`config.mk`:
```
export PLATFORM = sky130hd
export DESIGN_NAME = uart_rx_fifo_engine
export DESIGN_NICKNAME = d
export VERILOG_FILES = /design/src/rtl/uart_rx_fifo_engine.sv
export SDC_FILE = /design/constraint.sdc
export NUM_CORES = 1
export LEC_CHECK = 0
export ABC_AREA = 1
export CAP_MARGIN = 0
export CORE_ASPECT_RATIO = 0.8
export CORE_MARGIN = 8
export CORE_UTILIZATION = 51
export CTS_BUF_LIST = sky130_fd_sc_hd__clkbuf_16
export DETAILED_ROUTE_END_ITERATION = 6
export GPL_TIMING_DRIVEN = 0
export PLACE_DENSITY_LB_ADDON = 0.1
export SYNTH_ARGS = -nofsm -noshare
export SYNTH_HDL_FRONTEND = slang
export SYNTH_SLANG_ARGS = --single-unit
export TNS_END_PERCENT = 20
```
`constraint.sdc`:
```
create_clock -name clk -period 7.4 [get_ports clk]
set_input_delay 1.85 -clock clk [delete_from_list [all_inputs] [get_ports clk]]
set_output_delay 1.85 -clock clk [all_outputs]
set_load 0.005 [all_outputs]
```
`src/rtl/uart_rx_fifo_engine.sv`:
```
// UART receive engine: synchronised RX, half-bit start validation, configurable frame format,
// and a first-word-fall-through FIFO holding {parity error, framing error, data} per character.
module uart_rx_fifo_engine #(
  parameter int BAUD_W      = 19,
  parameter int DEPTH       = 8,
  parameter int SYNC_STAGES = 2
) (
  input  logic                       clk,
  input  logic                       reset,
  input  logic [BAUD_W-1:0]          BAUD_K,
  input  logic [BAUD_W-1:0]          BAUD_KD2,
  input  logic                       EIGHT,
  input  logic                       PEN,
  input  logic                       OHEL,
  input  logic                       RX,
  input  logic                       RD,
  input  logic                       CLR,
  output logic                       RX_RDY,
  output logic [7:0]                 RX_DATA,
  output logic                       P_ERR,
  output logic                       F_ERR,
  output logic                       OVF,
  output logic                       BRK,
  output logic [$clog2(DEPTH+1)-1:0] FIFO_CNT
);

  localparam int PTR_W = $clog2(DEPTH);
  localparam int CNT_W = $clog2(DEPTH+1);
  localparam logic [BAUD_W-1:0] ONE      = BAUD_W'(1);
  localparam logic [BAUD_W-1:0] TWO      = BAUD_W'(2);
  localparam logic [CNT_W-1:0]  FULL_CNT = CNT_W'(DEPTH);

  typedef enum logic [1:0] {IDLE, START, DATA, STOP} state_t;

  state_t              state_reg, state_next;
  logic [SYNC_STAGES-1:0] sync_reg;
  logic                rxs_prev_reg;
  logic [BAUD_W-1:0]   timer_reg, timer_next;
  logic [3:0]          bit_cnt_reg, bit_cnt_next;
  logic [7:0]          data_reg, data_next;
  logic                par_reg, par_next;
  logic                eight_reg, eight_next;
  logic                pen_reg, pen_next;
  logic                ohel_reg, ohel_next;

  logic                rxs, fall, sample;
  logic [BAUD_W-1:0]   k_eff, kd2_eff;
  logic [3:0]          n_bits;
  logic                calc_par, perr;
  logic                wr_en, brk_set;
  logic [9:0]          wr_entry;

  logic [9:0]          mem [DEPTH];
  logic [PTR_W-1:0]    wr_ptr_reg, rd_ptr_reg;
  logic [CNT_W-1:0]    cnt_reg, cnt_next;
  logic                ovf_reg, brk_reg;
  logic                fifo_empty, fifo_full, rd_eff, wr_ok, ovf_set;
  logic [9:0]          head;

  assign rxs     = sync_reg[SYNC_STAGES-1];
  assign fall    = rxs_prev_reg & ~rxs;
  assign sample  = (timer_reg == ONE);
  assign k_eff   = (BAUD_K   < TWO) ? TWO : BAUD_K;
  assign kd2_eff = (BAUD_KD2 < TWO) ? TWO : BAUD_KD2;
  assign n_bits  = eight_reg ? 4'd8 : 4'd7;
  // In 7-bit mode data_reg[7] stays 0, so it never disturbs the parity reduction.
  assign calc_par = ohel_reg ? ~^data_reg : ^data_reg;
  assign perr     = pen_reg & (par_reg != calc_par);

  always_ff @(posedge clk or negedge reset) begin
    if (!reset) begin
      sync_reg     <= '1;
      rxs_prev_reg <= 1'b1;
    end else begin
      sync_reg     <= {sync_reg[SYNC_STAGES-2:0], RX};
      rxs_prev_reg <= rxs;
    end
  end

  always_ff @(posedge clk or negedge reset) begin
    if (!reset) begin
      state_reg   <= IDLE;
      timer_reg   <= '0;
      bit_cnt_reg <= '0;
      data_reg    <= '0;
      par_reg     <= 1'b0;
      eight_reg   <= 1'b0;
      pen_reg     <= 1'b0;
      ohel_reg    <= 1'b0;
    end else begin
      state_reg   <= state_next;
      timer_reg   <= timer_next;
      bit_cnt_reg <= bit_cnt_next;
      data_reg    <= data_next;
      par_reg     <= par_next;
      eight_reg   <= eight_next;
      pen_reg     <= pen_next;
      ohel_reg    <= ohel_next;
    end
  end

  always_comb begin
    state_next   = state_reg;
    timer_next   = timer_reg;
    bit_cnt_next = bit_cnt_reg;
    data_next    = data_reg;
    par_next     = par_reg;
    eight_next   = eight_reg;
    pen_next     = pen_reg;
    ohel_next    = ohel_reg;
    wr_en        = 1'b0;
    wr_entry     = '0;
    brk_set      = 1'b0;
    if (state_reg != IDLE) timer_next = sample ? k_eff : timer_reg - ONE;
    case (state_reg)
      IDLE: begin
        if (fall) begin
          state_next   = START;
          timer_next   = kd2_eff;
          bit_cnt_next = '0;
          data_next    = '0;
          par_next     = 1'b0;
          eight_next   = EIGHT;
          pen_next     = PEN;
          ohel_next    = OHEL;
        end
      end
      START: begin
        if (sample) state_next = rxs ? IDLE : DATA;
      end
      DATA: begin
        if (sample) begin
          bit_cnt_next = bit_cnt_reg + 4'd1;
          if (bit_cnt_reg < n_bits) data_next[bit_cnt_reg[2:0]] = rxs;
          else                      par_next = rxs;
          if ((bit_cnt_reg == n_bits - 4'd1 && !pen_reg) || bit_cnt_reg == n_bits)
            state_next = STOP;
        end
      end
      STOP: begin
        if (sample) begin
          wr_en      = 1'b1;
          wr_entry   = {perr, ~rxs, data_reg};
          brk_set    = (data_reg == 8'h00) && !rxs && !(pen_reg && par_reg);
          state_next = IDLE;
        end
      end
      default: state_next = IDLE;
    endcase
  end

  assign fifo_empty = (cnt_reg == '0);
  assign fifo_full  = (cnt_reg == FULL_CNT);
  assign rd_eff     = RD & ~fifo_empty;
  // A full FIFO still accepts the write when the head leaves in the same cycle.
  assign wr_ok      = wr_en & (~fifo_full | rd_eff);
  assign ovf_set    = wr_en & fifo_full & ~rd_eff;

  always_comb begin
    cnt_next = cnt_reg;
    case ({wr_ok, rd_eff})
      2'b10:   cnt_next = cnt_reg + CNT_W'(1);
      2'b01:   cnt_next = cnt_reg - CNT_W'(1);
      default: cnt_next = cnt_reg;
    endcase
  end

  always_ff @(posedge clk) begin
    if (wr_ok) mem[wr_ptr_reg] <= wr_entry;
  end

  always_ff @(posedge clk or negedge reset) begin
    if (!reset) begin
      wr_ptr_reg <= '0;
      rd_ptr_reg <= '0;
      cnt_reg    <= '0;
      ovf_reg    <= 1'b0;
      brk_reg    <= 1'b0;
    end else begin
      if (wr_ok)  wr_ptr_reg <= wr_ptr_reg + PTR_W'(1);
      if (rd_eff) rd_ptr_reg <= rd_ptr_reg + PTR_W'(1);
      cnt_reg <= cnt_next;
      if (ovf_set)  ovf_reg <= 1'b1;
      else if (CLR) ovf_reg <= 1'b0;
      if (brk_set)  brk_reg <= 1'b1;
      else if (CLR) brk_reg <= 1'b0;
    end
  end

  assign head     = mem[rd_ptr_reg];
  assign RX_RDY   = ~fifo_empty;
  assign RX_DATA  = fifo_empty ? 8'h00 : head[7:0];
  assign F_ERR    = fifo_empty ? 1'b0  : head[8];
  assign P_ERR    = fifo_empty ? 1'b0  : head[9];
  assign OVF      = ovf_reg;
  assign BRK      = brk_reg;
  assign FIFO_CNT = cnt_reg;

endmodule

```
==> impl_metrics.prom, run 1 <==
# TYPE chip_impl_metric gauge
chip_impl_info{name="status",value="completed"} 1
chip_impl_info{name="layout.cells.most_common",value="sky130_fd_sc_hd__nor2_1"} 1
chip_impl_metric{name="starting_drc_count_in_detailed_routing",unit=""} 481
chip_impl_metric{name="global_route_wire_length_before_repair",unit="microns"} 28300
chip_impl_metric{name="n_fill_cell",unit=""} 1043
chip_impl_metric{name="final_nets",unit=""} 862
chip_impl_metric{name="route.vias.total",unit=""} 5480
chip_impl_metric{name="cts_made_buffers",unit=""} 17
chip_impl_metric{name="fraction_of_final_layout_cells_with_drive_strength_greater_than_1",unit="%"} 9.963
chip_impl_metric{name="postSynth.asyncResetShare",unit="%"} 39.39
chip_impl_metric{name="share_of_synthesized_cell_area_in_full_adder_half_adder_and_majority_cells",unit="%"} 3.120
chip_impl_info{name="synth_top_family_by_area",value="simple AND/OR/NAND/NOR gates"} 1
chip_impl_info{name="setup.worst_path.start_class",value="register"} 1
chip_impl_info{name="rsz0062_at_grt",value="no"} 1
chip_impl_metric{name="multi_input_area",unit="sq mm"} 0.002641
chip_impl_metric{name="worst_ep_arrival_time",unit="ps"} 2750
chip_impl_metric{name="clock_path_buffers",unit=""} 2
chip_impl_info{name="final_cell_mix",value="122 x sky130_fd_sc_hd__nor2_1, 111 x sky130_fd_sc_hd__nand2_1, 80 x sky130_fd_sc_hd__edfxtp_1"} 1
chip_impl_metric{name="postCtsHoldBufs",unit=""} 0
chip_impl_metric{name="timing.slew.headroom",unit="%"} 31.17
chip_impl_metric{name="floorplan.die_area",unit="sq mm"} 0.01699
chip_impl_info{name="cts_root_buf",value="sky130_fd_sc_hd__clkbuf_16"} 1
chip_impl_metric{name="numClockSinks",unit=""} 132
chip_impl_info{name="timing.setup.critical_path_class",value="register to output pin"} 1
chip_impl_metric{name="number_of_antenna_violations_at_the_first_check_in_global_routing",unit=""} 1
chip_impl_metric{name="detailed_place.area",unit="sq mm"} 0.007555
chip_impl_info{name="crit_path_top_delay_cell",value="sky130_fd_sc_hd__clkdlybuf4s50_1"} 1
chip_impl_metric{name="io_pins",unit=""} 63
chip_impl_metric{name="cts-htree-levels",unit=""} 4
chip_impl_metric{name="seq_area",unit="sq mm"} 0.003707
chip_impl_metric{name="slew_worst_pin",unit="ps"} 1027
chip_impl_metric{name="synth.distinct_cells",unit=""} 36
chip_impl_metric{name="totalNegativeSetupSlack",unit="ps"} 0
chip_impl_metric{name="wl_per_cell",unit="microns"} 17.75
chip_impl_metric{name="post_route_cell_area",unit="sq mm"} 0.008140
chip_impl_metric{name="final_hold_viol_count",unit=""} 0
chip_impl_metric{name="floorplan.rows",unit=""} 37
chip_impl_info{name="yosys_most_used_dff",value="sky130_fd_sc_hd__edfxtp_1"} 1
chip_impl_metric{name="slew_violations",unit=""} 0
chip_impl_metric{name="worst_clk_skew",unit="ps"} 16.66
chip_impl_metric{name="avgViaCountPerCell",unit=""} 5.547
chip_impl_metric{name="synth_compound_area_share",unit="%"} 12.14
chip_impl_metric{name="post_syn_nets",unit=""} 780
chip_impl_metric{name="largest_register_ff_count",unit=""} 80
chip_impl_metric{name="holdWs",unit="ps"} 359.6
chip_impl_metric{name="cp_slowest_stage_delay",unit="ps"} 520
chip_impl_metric{name="synthMuxAreaShare",unit="%"} 0
chip_impl_info{name="cts_tree",value="done"} 1
chip_impl_metric{name="estimated_wirelength_of_the_detail_placed_design",unit="microns"} 12740
chip_impl_metric{name="clock_insertion_delay_worst_skew",unit="ps"} 420
chip_impl_metric{name="globalRoute.totalOverflow",unit=""} 0
chip_impl_metric{name="synth.avg_cell_area",unit="sq um"} 9.272
chip_impl_metric{name="yosys_warnings",unit=""} 0
chip_impl_metric{name="area_growth_syn_to_fin",unit="%"} 22.27
chip_impl_metric{name="achievable-frequency",unit="MHz"} 217.4
chip_impl_metric{name="start_util",unit="%"} 51.92
chip_impl_metric{name="irDropWorstVdd",unit="V"} 0.0002173
chip_impl_metric{name="postRouteAntennaNets",unit=""} 0
chip_impl_metric{name="synth_simple_gate_area_share",unit="%"} 20.65
chip_impl_metric{name="ys_seq_area_share",unit="%"} 55.69
chip_impl_metric{name="drv.max_cap_violation_count",unit=""} 0
chip_impl_metric{name="coreArea",unit="sq mm"} 0.01282
chip_impl_info{name="worstHoldPathType",value="register to register"} 1
chip_impl_metric{name="first_global_vias",unit=""} 5427
chip_impl_metric{name="antenna-diode-count",unit=""} 0
chip_impl_metric{name="leakagePower",unit="nW"} 3.218
chip_impl_metric{name="die_width",unit="microns"} 143.7
chip_impl_metric{name="die_h",unit="microns"} 118.2
chip_impl_metric{name="post-cts-setup-buffer-count",unit=""} 0
chip_impl_metric{name="synth_edf_count",unit=""} 80
chip_impl_metric{name="sum_of_routed_wire_length_over_all_layers",unit="microns"} 17530
chip_impl_metric{name="cts-resized-gates",unit=""} 0
chip_impl_metric{name="worstPathMaxFanout",unit=""} 10
chip_impl_metric{name="synthesis.instances",unit=""} 718
chip_impl_metric{name="maximum_number_of_pins_on_one_net_before_global_route_repair",unit=""} 32
chip_impl_metric{name="drt-pass1-iter-count",unit=""} 5
chip_impl_metric{name="power_density",unit="mW/mm^2"} 358.8
chip_impl_metric{name="period_share",unit="%"} 62.17
chip_impl_metric{name="syn_area",unit="sq mm"} 0.006658
chip_impl_info{name="crit_path_end_kind",value="output pin"} 1
chip_impl_metric{name="finalSetupViolCount",unit=""} 0
chip_impl_metric{name="clock_transition_at_the_registers_of_the_reported_paths",unit="ps"} 60
chip_impl_info{name="worstPathCellList",value="inv_1 > clkbuf_1 > nor2_1 > o22ai_1 > o21ai_1 > a31oi_1 > clkdlybuf4s50_1"} 1
chip_impl_metric{name="min_period",unit="ps"} 4601
chip_impl_metric{name="yosys_register_bits",unit=""} 132
chip_impl_metric{name="route.detailed.drc",unit=""} 0
chip_impl_metric{name="endpoint_required_time_on_the_critical_path",unit="ps"} 5550
chip_impl_metric{name="grt_util_all_layers",unit="%"} 21.44
chip_impl_metric{name="synth_xor_xnor_area_share",unit="%"} 3.157
chip_impl_metric{name="finalWeightedCongestion",unit=""} 0.8916
chip_impl_metric{name="port_buffers",unit=""} 62
## where the power goes
part | internal [mW] | switching (mW) | total (mW)
sequential | 0.862 | 0.0994 | 0.961
clock | 0.497 | 0.324 | 0.821
combinational | 0.456 | 0.682 | 1.14
## area by class of cell
| type | instances | area share [%] |
|---|---|---|
| timing repair buffer | 63 | 7.900 |
| clock inverter | 15 | 1.906 |
| multi-input combinational | 497 | 32.45 |
| clock buffer | 17 | 5.226 |
| sequential | 132 | 45.54 |
| buffer | 25 | 1.337 |
| inverter | 64 | 2.951 |
| tap | 175 | 2.690 |
## critical path, delay by kind of cell, from the launching register on
family,cells,cell delay (ps)
compound gates,3,680
flops,1,440
simple gates,1,100
buf+inv,3,1110
## synthesized netlist by cell type, types with 2 or more instances
library cell                 n  area [sq um]
sky130_fd_sc_hd__dfstp_2     3         78.83
sky130_fd_sc_hd__inv_2       4         15.01
sky130_fd_sc_hd__nor2_2      8         50.05
sky130_fd_sc_hd__o211ai_1   17         127.6
sky130_fd_sc_hd__nand3_1    34         170.2
sky130_fd_sc_hd__o221ai_1    2         17.52
sky130_fd_sc_hd__o22ai_1    12         75.07
sky130_fd_sc_hd__nor3_1     16         80.08
sky130_fd_sc_hd__clkbuf_1   18         67.56
sky130_fd_sc_hd__nor2_4      3         33.78
sky130_fd_sc_hd__nor2_1    122         457.9
sky130_fd_sc_hd__a21oi_1     9         45.04
sky130_fd_sc_hd__dfrtp_1    49          1226
sky130_fd_sc_hd__xnor2_1     9         78.83
sky130_fd_sc_hd__nand3_2     2         20.02
sky130_fd_sc_hd__edfxtp_1   80          2402
sky130_fd_sc_hd__a31oi_1    13         81.33
sky130_fd_sc_hd__nand4_1     7         43.79
sky130_fd_sc_hd__xor2_1     15         131.4
sky130_fd_sc_hd__o21ai_0    74         370.4
sky130_fd_sc_hd__nand2_1   111         416.7
sky130_fd_sc_hd__o21ai_1     6         30.03
sky130_fd_sc_hd__ha_1       15         187.7
sky130_fd_sc_hd__nand2_2     9         56.30
sky130_fd_sc_hd__o21bai_1    5         37.54
sky130_fd_sc_hd__inv_1      60         225.2
sky130_fd_sc_hd__buf_2       6         30.03
## stage by stage
stage                     instances  worst slack [ps]  power [mW]  util [%]
final                           988              2799       2.921     63.48
after global routing            988              2679       3.095     63.48
after CTS                       988              2858       2.915     63.44
after detailed placement        956              2834       2.090     58.91
after global placement          955              2747       2.056     58.46
after floorplan                 718              3963       1.674         -
## kinds of logic (layout without fill, tap and decap cells)
logic type | Yosys count | in the layout
compound gates | 140 | 140
xor+xnor | 24 | 24
fa+ha+maj | 16 | 16
buf+inv | 89 | 184
flops | 132 | 132
simple gates | 317 | 317
## routing by layer
| metal | wire length [microns] | GRT usage (%) | share of wire, % |
|---|---|---|---|
| met5 | 10 | 0 | 0.057 |
| met4 | 231 | 5.967 | 1.3 |
| met3 | 1394 | 5.430 | 8.0 |
| met2 | 7629 | 31.53 | 44 |
| met1 | 8268 | 30.79 | 47 |
## final timing paths
kind | from | to | slack (ps) | cells after the start
max in group asynchronous | reset | FIFO_CNT[0]$_DFFE_PN0P_ | 5290 | 2
setup / recovery | rd_ptr_reg[0]$_DFFE_PN0P_ | RX_DATA[4] | 2800 | 7
min in group asynchronous | reset | bit_cnt_reg[1]$_DFFE_PN0P_ | 1510 | 1
setup reg to reg | timer_reg[1]$_DFF_PN0_ | mem[3][6]$_DFFE_PP_ | 4430 | 12
hold / removal | sync_reg[0]$_DFF_PN1_ | sync_reg[1]$_DFF_PN1_ | 360 | 0
hold reg to reg | sync_reg[0]$_DFF_PN1_ | sync_reg[1]$_DFF_PN1_ | 360 | 0
Note: power is estimated with default switching activity, not from simulation.
==> run 2: changes to the inputs <==
Clock period 7.4 ns to 4.79 ns, I/O delays scaled along.
==> results of run 2 <==
The final DEF is identical to that of run 1. Status: completed.
Main changes from that run: setup slack after placement 2834 ps -> 876.4 ps; setup slack after layout 2799 ps -> 841.9 ps; register-to-register setup slack 4430 ps -> 1820 ps; total power 2.921 mW -> 4.512 mW; worst IR drop on VDD 0.0002173 V -> 0.0003357 V
